<file path="config.mk">
export PLATFORM = sky130hd
export DESIGN_NAME = wb_stream_dma_writer
export DESIGN_NICKNAME = d
export VERILOG_FILES = /design/src/rtl/wb_stream_dma_writer.sv
export SDC_FILE = /design/constraint.sdc
export NUM_CORES = 2
export LEC_CHECK = 0
export ABC_AREA = 0
export CORE_ASPECT_RATIO = 1.1
export CORE_UTILIZATION = 30
export DETAILED_ROUTE_END_ITERATION = 7
export GPL_TIMING_DRIVEN = 0
export HOLD_SLACK_MARGIN = 0.05
export PLACE_DENSITY = 0.42
export SYNTH_ARGS = -nofsm -noshare
export SYNTH_HDL_FRONTEND = slang
export SYNTH_SLANG_ARGS = --single-unit
</file>
<file path="constraint.sdc">
create_clock -name clk -period 8.5 [get_ports clk]
set_clock_uncertainty 0.2 [all_clocks]
set_input_delay 1.275 -clock clk [delete_from_list [all_inputs] [get_ports clk]]
set_output_delay 1.275 -clock clk [all_outputs]
set_load 0.05 [all_outputs]
</file>
<file path="src/rtl/wb_stream_dma_writer.sv">
// Stream-to-memory DMA: buffers a valid/ready stream in a FIFO and writes it to memory
// as Wishbone incrementing bursts, configured through a 32-bit Wishbone slave.
module wb_stream_dma_writer #(
    parameter int WB_AW         = 32,
    parameter int WB_DW         = 32,
    parameter int FIFO_AW       = 5,
    parameter int MAX_BURST_LEN = 16
) (
    input  logic               clk,
    input  logic               rst_n,
    output logic [WB_AW-1:0]   wbm_adr_o,
    output logic [WB_DW-1:0]   wbm_dat_o,
    output logic [WB_DW/8-1:0] wbm_sel_o,
    output logic               wbm_we_o,
    output logic               wbm_cyc_o,
    output logic               wbm_stb_o,
    output logic [2:0]         wbm_cti_o,
    output logic [1:0]         wbm_bte_o,
    input  logic [WB_DW-1:0]   wbm_dat_i,
    input  logic               wbm_ack_i,
    input  logic               wbm_err_i,
    input  logic [WB_DW-1:0]   stream_s_data_i,
    input  logic               stream_s_valid_i,
    output logic               stream_s_ready_o,
    output logic               irq_o,
    input  logic [4:0]         wbs_adr_i,
    input  logic [31:0]        wbs_dat_i,
    input  logic [3:0]         wbs_sel_i,
    input  logic               wbs_we_i,
    input  logic               wbs_cyc_i,
    input  logic               wbs_stb_i,
    input  logic [2:0]         wbs_cti_i,
    input  logic [1:0]         wbs_bte_i,
    output logic [31:0]        wbs_dat_o,
    output logic               wbs_ack_o,
    output logic               wbs_err_o
);
    localparam int          WSB    = WB_DW / 8;
    localparam int          WSB_LG = $clog2(WSB);
    localparam int          CW     = FIFO_AW + 1;
    localparam logic [31:0] MAX_BL = 32'(MAX_BURST_LEN);
    localparam logic [31:0] WSB32  = 32'(WSB);

    typedef enum logic [1:0] {IDLE, WAIT, BURST, CHECK} state_t;
    state_t state, state_nxt;

    logic        en, irq, circ, busy, err;
    logic [31:0] start_addr, buf_size, burst_len, wr_ptr;
    logic [31:0] size_al, remaining, rem_words, blen_eff, beats_cmb;
    logic [31:0] beats_lat, beat_cnt, rd_mux;

    logic [WB_DW-1:0]   fifo_mem [2**FIFO_AW];
    logic [FIFO_AW-1:0] rd_ptr, wt_ptr;
    logic [CW-1:0]      count;
    logic               fifo_full, push, pop, flush;
    logic               wbs_req, mapped, wbs_wr, csr_wr, start;
    logic               beat_ok, beat_err, last_beat;

    logic unused_inputs;
    assign unused_inputs = ^{wbm_dat_i, wbs_sel_i, wbs_cti_i, wbs_bte_i, wbs_adr_i[1:0]};

    assign size_al   = buf_size & ~(WSB32 - 32'd1);
    assign remaining = size_al - wr_ptr;
    assign rem_words = remaining >> WSB_LG;

    always_comb begin
        blen_eff = burst_len;
        if (burst_len == 32'd0)
            blen_eff = 32'd1;
        else if (burst_len > MAX_BL)
            blen_eff = MAX_BL;
    end

    assign beats_cmb = (rem_words < blen_eff) ? rem_words : blen_eff;

    assign fifo_full        = count == CW'(2**FIFO_AW);
    assign stream_s_ready_o = ~fifo_full;
    assign push             = stream_s_valid_i & ~fifo_full;
    // An ack that arrives together with err is treated purely as an error: nothing is popped.
    assign beat_ok          = (state == BURST) & wbm_ack_i & ~wbm_err_i;
    assign beat_err         = (state == BURST) & wbm_err_i;
    assign pop              = beat_ok;
    assign last_beat        = beat_cnt == beats_lat - 32'd1;

    assign wbs_req = wbs_cyc_i & wbs_stb_i & ~wbs_ack_o & ~wbs_err_o;
    assign mapped  = wbs_adr_i[4:2] <= 3'd4;
    assign wbs_wr  = wbs_req & mapped & wbs_we_i;
    assign csr_wr  = wbs_wr & (wbs_adr_i[4:2] == 3'd0);
    assign start   = csr_wr & wbs_dat_i[0] & (state == IDLE);
    assign flush   = start & (size_al != 32'd0);
    assign irq_o   = irq;

    always_comb begin
        rd_mux = '0;
        case (wbs_adr_i[4:2])
            3'd0:    rd_mux = {27'd0, err, busy, circ, irq, en};
            3'd1:    rd_mux = start_addr;
            3'd2:    rd_mux = buf_size;
            3'd3:    rd_mux = burst_len;
            3'd4:    rd_mux = wr_ptr;
            default: rd_mux = '0;
        endcase
    end

    always_ff @(posedge clk or negedge rst_n) begin
        if (!rst_n) begin
            wbs_ack_o <= 1'b0;
            wbs_err_o <= 1'b0;
            wbs_dat_o <= '0;
        end else begin
            wbs_ack_o <= wbs_req & mapped;
            wbs_err_o <= wbs_req & ~mapped;
            if (wbs_req && mapped && !wbs_we_i)
                wbs_dat_o <= rd_mux;
        end
    end

    // Flush keeps a word pushed in the same cycle so an accepted handshake is never lost.
    always_ff @(posedge clk or negedge rst_n) begin
        if (!rst_n) begin
            rd_ptr <= '0;
            wt_ptr <= '0;
            count  <= '0;
        end else if (flush) begin
            rd_ptr <= '0;
            wt_ptr <= FIFO_AW'(push);
            count  <= CW'(push);
        end else begin
            if (push)
                wt_ptr <= wt_ptr + FIFO_AW'(1);
            if (pop)
                rd_ptr <= rd_ptr + FIFO_AW'(1);
            count <= count + CW'(push) - CW'(pop);
        end
    end

    always_ff @(posedge clk) begin
        if (push)
            fifo_mem[flush ? '0 : wt_ptr] <= stream_s_data_i;
    end

    always_ff @(posedge clk or negedge rst_n) begin
        if (!rst_n)
            state <= IDLE;
        else
            state <= state_nxt;
    end

    always_comb begin
        state_nxt = state;
        case (state)
            IDLE:  if (flush) state_nxt = WAIT;
            WAIT:  if (!en) state_nxt = IDLE;
                   else if (32'(count) >= beats_cmb) state_nxt = BURST;
            BURST: if (beat_err) state_nxt = IDLE;
                   else if (beat_ok && last_beat) state_nxt = CHECK;
            CHECK: if (remaining == 32'd0) state_nxt = (circ && en) ? WAIT : IDLE;
                   else state_nxt = en ? WAIT : IDLE;
            default: state_nxt = IDLE;
        endcase
    end

    always_comb begin
        wbm_cyc_o = 1'b0;
        wbm_stb_o = 1'b0;
        wbm_we_o  = 1'b0;
        wbm_sel_o = '0;
        wbm_adr_o = '0;
        wbm_dat_o = '0;
        wbm_cti_o = 3'b000;
        if (state == BURST) begin
            wbm_cyc_o = 1'b1;
            wbm_stb_o = 1'b1;
            wbm_we_o  = 1'b1;
            wbm_sel_o = '1;
            wbm_adr_o = WB_AW'(start_addr + wr_ptr);
            wbm_dat_o = fifo_mem[rd_ptr];
            wbm_cti_o = last_beat ? 3'b111 : 3'b010;
        end
    end
    assign wbm_bte_o = 2'b00;

    // Bus-side events are applied after the CSR write so they win on a same-cycle conflict.
    always_ff @(posedge clk or negedge rst_n) begin
        if (!rst_n) begin
            en         <= 1'b0;
            irq        <= 1'b0;
            circ       <= 1'b0;
            busy       <= 1'b0;
            err        <= 1'b0;
            start_addr <= '0;
            buf_size   <= '0;
            burst_len  <= '0;
            wr_ptr     <= '0;
            beats_lat  <= '0;
            beat_cnt   <= '0;
        end else begin
            if (csr_wr) begin
                en   <= wbs_dat_i[0];
                circ <= wbs_dat_i[2];
                if (wbs_dat_i[1]) irq <= 1'b0;
                if (wbs_dat_i[4]) err <= 1'b0;
            end
            if (wbs_wr && !busy) begin
                case (wbs_adr_i[4:2])
                    3'd1:    start_addr <= wbs_dat_i;
                    3'd2:    buf_size   <= wbs_dat_i;
                    3'd3:    burst_len  <= wbs_dat_i;
                    default: ;
                endcase
            end
            if (start) begin
                if (size_al == 32'd0) begin
                    irq <= 1'b1;
                    en  <= 1'b0;
                end else begin
                    busy   <= 1'b1;
                    wr_ptr <= '0;
                end
            end
            if (state == WAIT && !en)
                busy <= 1'b0;
            if (state == WAIT && state_nxt == BURST) begin
                beats_lat <= beats_cmb;
                beat_cnt  <= '0;
            end
            if (beat_ok) begin
                wr_ptr   <= wr_ptr + WSB32;
                beat_cnt <= beat_cnt + 32'd1;
            end
            if (beat_err) begin
                err  <= 1'b1;
                irq  <= 1'b1;
                en   <= 1'b0;
                busy <= 1'b0;
            end
            if (state == CHECK) begin
                if (remaining == 32'd0) begin
                    irq <= 1'b1;
                    if (circ && en) begin
                        wr_ptr <= '0;
                    end else begin
                        en   <= 1'b0;
                        busy <= 1'b0;
                    end
                end else if (!en) begin
                    busy <= 1'b0;
                end
            end
        end
    end
endmodule

</file>
; ---- After elaboration in Yosys (flattened, before gate mapping)
; Memories as Yosys holds them, arrays and structs flattened.
; Cells that the tools add are included.
[totals]
register_bits = 249
ramBits = 1024
out_inout_bits = 112
wordCells = 146
n_memories = 1
[classes]
add_sub_neg = 9
order_cmp = 4
eq_ne = 10
muxes = 60
bitwise_logic = 19
reduce_logical = 25
[mem_list]
columns = name, words, width, read_ports, rd_clocked_by_memory_dff, wr, line
row1 = fifo_mem, 32, 32, 1, 0, 1, 52  ; logic [WB_DW-1:0] fifo_mem [2**FIFO_AW];
[op_table]
columns = op, count
row1 = two-way mux 32 bit, 13
row2 = one-hot mux 32 bit (5 select lines), 1
row3 = logical NOT 32 bit, 3
row4 = adder 32 x 1 -> 32 bit (second input constant), 1
row5 = adder 32 x 3 -> 32 bit (second input constant), 1
row6 = adder 32 bit, 1
row7 = == test 32 bit, 1
row8 = >= comparator 6 x 32 -> 1 bit, 1
row9 = greater-than comparator 32 x 5 -> 1 bit (second input constant), 1
row10 = less-than comparator 30 x 32 -> 1 bit, 1
row11 = nonzero test 32 bit, 1
row12 = subtractor 32 x 1 -> 32 bit (second input constant), 1
row13 = subtractor 32 bit, 1
row14 = two-way mux 1 bit, 31
row15 = two-way mux 5 bit, 5
row16 = AND 1 bit, 14
row17 = adder 5 x 1 -> 5 bit (second input constant), 2
row18 = two-way mux 2 bit, 5
row19 = nonzero test 2 bit, 5
row20 = one-hot mux 2 bit (4 select lines), 1
row21 = AND reduction 2 bit, 4
row22 = logical AND 1 bit, 7
row23 = adder 6 x 1 -> 6 bit, 1
row24 = == test 2 bit (second input constant), 3
row25 = 14 further kinds, 22

; ---- Depth between registers and ports, before layout
[logic_depth]
depth_word = 15
ltp_mapped = 35

; ---- Worst setup path after synthesis
; OpenSTA, ideal clock, no wires.
[synth_path]
kind = reg-to-reg
startpoint = register wr_ptr[2]
endpoint = register beat_cnt[12]
arrival_time_ps = 6216
setup_slack_ps = 2002
stages_incl_launch_ff = 34
cell_sequence = dfrtp_1 inv_1 ha_1 nor3b_1 o221a_4 nand3_1 nand4_1 and3_1 a31oi_1 xnor2_1 ha_1 a21o_1 a21o_1 a21o_1 a21o_1 a21oi_1 nand4_1 o21ai_0 clkbuf_1 nand2_1 o31ai_1 ha_1 nand2b_1 a21o_1 a21o_1 a21o_1 a21o_1 a21oi_1 or3b_2 nor4b_1 a21oi_1 buf_2 nand2_1 a31oi_1
[synth_between]
elab_chain_cells = 10
word_cells_on_any_way = 12
cone_classes = add/sub: 1 / order compare: 2 / eq/ne: 1 / mux: 5 / reduce/logical: 3
[synth_lines]
columns = item, line
row1 = start: declaration, 48  ; logic [31:0] start_addr, buf_size, burst_len, wr_ptr;
row2 = start signal: assignment, 228  ; wr_ptr <= wr_ptr + WSB32;
row3 = subtractor 32 bit (*), 63  ; assign remaining = size_al - wr_ptr;
row4 = less-than comparator 30 x 32 -> 1 bit, 74  ; assign beats_cmb = (rem_words < blen_eff) ? rem_words : blen_eff;
row5 = two-way mux 32 bit (*), 74
row6 = net beats_cmb[0], 49  ; logic [31:0] size_al, remaining, rem_words, blen_eff, beats_cmb;
row7 = >= comparator 6 x 32 -> 1 bit (*), 154  ; else if (32'(count) >= beats_cmb) state_nxt = BURST;
row8 = two-way mux 2 bit (*), 154
row9 = two-way mux 2 bit (*), 153  ; WAIT: if (!en) state_nxt = IDLE;
row10 = one-hot mux 2 bit (4 select lines) (*), 151  ; case (state)
row11 = == test 2 bit (*), 223  ; if (state == WAIT && state_nxt == BURST) begin
row12 = logical AND 1 bit (*), 223
row13 = nonzero test 2 bit (no line) (*), --
row14 = end signal: assignment, 229  ; beat_cnt <= beat_cnt + 32'd1;
row15 = end: declaration, 50  ; logic [31:0] beats_lat, beat_cnt, rd_mux;
; Mark *: on every way through the listed nets, which the timed path passes. The rest lies on a longest branch.
; A chain may end at the register's enable or synchronous reset.

; ---- Worst setup path after layout
[layout_path]
startpoint = register wr_ptr[7]
endpoint = register beat_cnt[9]
[layout_between]
elab_chain_cells = 10
word_cells_on_any_way = 12
cone_classes = add/sub: 1 / order compare: 2 / eq/ne: 1 / mux: 5 / reduce/logical: 3
[layout_lines]
columns = item, line
row1 = subtractor 32 bit, 63
row2 = less-than comparator 30 x 32 -> 1 bit, 74
row3 = two-way mux 32 bit, 74
row4 = net beats_cmb[0], 49
row5 = >= comparator 6 x 32 -> 1 bit, 154
row6 = two-way mux 2 bit, 154
row7 = two-way mux 2 bit, 153
row8 = one-hot mux 2 bit (4 select lines), 151
row9 = == test 2 bit, 223
row10 = logical AND 1 bit, 223
row11 = nonzero test 2 bit (no line), --
; The timed path passes the listed nets, and every way through them passes these cells.

==> impl_metrics.yaml <==
critical_path:
  critPathMostFrequentCell: "a21o_1"
  end_kind: "flop"
  timing.critical_path.fanout_max: 10
  cpPeakStageDelay_ns: 0.53
  critPathKind: "flop to flop"
  critical_path.startpoint_type: "flop"
  critical_path.reg2reg.startpoint: "wr_ptr[7]$_DFF_PN0_"
  cp_data_required_time_ns: 9.02
  worst_setup_path_startpoint: "wr_ptr[7]$_DFF_PN0_"
  slowest_stage: "o21ai_0"
  arrival_worst_endpoint_ns: 8.43
route:
  post_drt_wl_per_cell_um: 27.1
  routed_wl_um: 171000
  first_pass_iters: 5
  drcViolationCount: 0
  detail_route.iter0.violations: 2571
  vias: 31900
  via_per_inst: 5.06
  antenna_violating_nets_left: 0
yosys:
  synth_async_sr_flop_share: 0.196
  synthDistinctLibCells: 83
  most_numerous_cell_in_the_yosys_netlist: "edfxtp_1"
  netlist_top_cells_area: "edfxtp_1 (55%), mux4_2 (13%), dfrtp_1 (11%), ha_1 (2.4%), mux2_2 (2.1%)"
  top_area_cell_type_share_of_the_netlist_area: 0.553
  synth_commonest_cells: "edfxtp_1 (1024), mux4_2 (325), dfrtp_1 (249), nor2_1 (244), clkbuf_1 (121)"
  synth.yosys.warnings: 0
  synth_flop_cell: "edfxtp_1"
  netlist.top_cell.by_area: "edfxtp_1"
  ys_seq_area_frac: 0.665
  synthesis.area_um2: 55600
  synth_enable_flop_cells: 1024
  syn_area_per_cell_um2: 16.6
  ys_ff_latch: 1273
  syn_inst: 3355
power_and_ir_drop:
  irDropWorstVdd_v: 0.000214
  pwr_density_cell_nw_per_um2: 248
  static-leakage-power_nw: 22.4
place:
  routability_driven_placement_congestion_ratio: 0.790
  port-buffer-count: 182
  total_cell_area_at_the_placement_stage_um2: 62000
  final_hpwl_dp_um: 120000
sta:
  layout_worst_path_cycle_share: 0.930
  slew_headroom: 0.0939
  grt_setup_unrepaired: "false"
  fin_crit_ns: 7.90
  setup_violations: 0
  tightest_slew_ns: 1.36
  clock.fmax_ghz: 0.127
  timing_hold_violations_final: 0
  timing.final.max_slew_violations: 0
job:
  timing.max_cap.violations: 0
grt:
  grt_max_degree: 102
  grt_first_pass_wirelength_um: 245000
  antenna_found_initial: 6
  groute.usage.overall: 0.184
  grt_pass1_vias: 33100
  globalRoute.totalOverflow: 0
clock_tree:
  clock_tree.htree_level_count: 4
  cts-root-to-sink-buffers: 3
  cts-hold-fix-buffers: 0
  clock_tree.root_cell: "clkbuf_16"
  ctsResizeCount: 0
  tritoncts: "done"
  clkSinkCount: 1273
  clk-insertion-delay-late_ns: 0.81
  cts.repair_timing.setup_buffer_count: 0
  cts.reportedPaths.clkPinSlew_ns: 0.06
  cts-buffers-inserted: 148
min_path:
  worstHoldPathType: "primary input to async pin"
floorplan:
  die_footprint_um2: 187000
  initial_core_util: 0.302
  io_pins: 230
  fp-row-count: 165
  die_w_um: 412
  design.core.area_um2: 184000
  die_height_um: 454
finish:
  final_layout_size_suffix_gt1_frac: 0.196
  final_area_um2: 66700
  final_util: 0.362
  finalNetCount: 3992
  flow.area_growth_from_synthesis_pct: 19.9
run_status:
  status: "finished, final reports clean"
## cell usage in the layout (no fill, tap or decap), types with 26 or more instances in the layout
cell / instances
a21o_1: 41
a21oi_1: 115
a22oi_1: 55
a31oi_1: 42
and2_1: 44
buf_1: 31
buf_16: 26
clkbuf_1: 159
clkbuf_16: 148
clkdlybuf4s50_1: 181
clkinv_1: 27
conb_1: 27
dfrtp_1: 249
edfxtp_1: 1024
ha_1: 108
inv_1: 68
mux2_2: 104
mux2i_1: 48
mux4_2: 325
nand2_1: 113
nand3_1: 67
nand4_1: 42
nor2_1: 214
nor2_4: 30
nor3_1: 38
nor4_1: 26
o21ai_0: 60
xnor2_1: 58
xor2_1: 50
## report_power, final
part / total [mW] / leakage, nW / internal, mW / switching, mW
clock network: 6.13 / 2.26 / 3.42 / 2.70
logic: 2.97 / 7.66 / 1.19 / 1.78
registers: 7.42 / 12.5 / 7.20 / 0.218
## worst max-delay path: cells and delay by family (launching register included)
| kind | cells | cell delay, ns |
|---|---|---|
| simple gates | 11 | 1.78 |
| buf+inv | 4 | 0.95 |
| compound gates | 14 | 3.49 |
| fa+ha+maj | 3 | 0.92 |
| flops | 1 | 0.46 |
## through the flow
step / hold slack, ns / total power [mW] / instances / setup slack [ns] / setup TNS, ns
3_3_place_gp: 0.248 / 10.4 / 5983 / -6.19 / -1529.37
6_report: 0.220 / 16.5 / 6305 / 0.596 / 0
5_1_grt: 0.232 / 17.2 / 6304 / 0.0360 / 0
4_1_cts: 0.189 / 16.8 / 6304 / 0.00433 / 0
3_5_place_dp: 0.255 / 10.6 / 6035 / 0.0436 / 0
2_1_floorplan: 0.243 / 9.32 / 3380 / 2.00 / 0
## per-layer routing
layer / vias to the layer above / track usage / share of wire
met5: - / 0 / 0.00020
met4: 6 / 0.0583 / 0.027
met3: 233 / 0.0287 / 0.040
met2: 754 / 0.308 / 0.49
met1: 16800 / 0.245 / 0.44
li1: 14100 / - / -
## cell type report
class,instances,area (um^2)
Clock inverter,75,714
Tap cell,2421,3030
Clock buffer,194,3930
Multi-Input combinational cell,1864,18000
Sequential cell,1273,37000
Fill cell,17300,117000
Timing Repair Buffer,234,3020
Antenna cell,1,2.50
Inverter,69,259
Buffer,174,741
## flip-flops by register name (all words and copies together), names as in the netlist
| signal | flops |
|---|---|
| count | 6 |
| beat_cnt | 32 |
| irq_o | 1 |
| burst_len | 32 |
| fifo_mem | 1024 |
| rd_ptr | 5 |
| err | 1 |
| beats_lat | 32 |
| circ | 1 |
| wbs_err_o | 1 |
| wbs_ack_o | 1 |
| state | 2 |
| buf_size | 32 |
| wr_ptr | 32 |
| busy | 1 |
| wbs_dat_o | 32 |
| en | 1 |
| start_addr | 32 |
| wt_ptr | 5 |
## kinds of logic after synthesis
kind of cell | Yosys count | share of synthesized area
compound gates | 445 | 0.0515
xor+xnor | 108 | 0.0170
fa+ha+maj | 110 | 0.0250
buf+inv | 243 | 0.0178
flops | 1273 | 0.665
mux | 477 | 0.161
other cells | 2 | 0.000135
simple gates | 697 | 0.0621
## final timing paths
kind	end	depth (start not counted)	slack, ns
min in group clk	wbs_err_o$_DFF_PN0_	1	0.26
worst max-delay path	beat_cnt[9]$_DFFE_PN0P_	32	0.60
worst min-delay path	start_addr[29]$_DFFE_PN0P_	1	0.22
worst max register to register	beat_cnt[9]$_DFFE_PN0P_	32	0.60
max in group asynchronous	wt_ptr[0]$_DFFE_PN0P_	3	6.43
worst min register to register	wbs_err_o$_DFF_PN0_	1	0.26
Note: power is estimated with default switching activity, not from simulation.
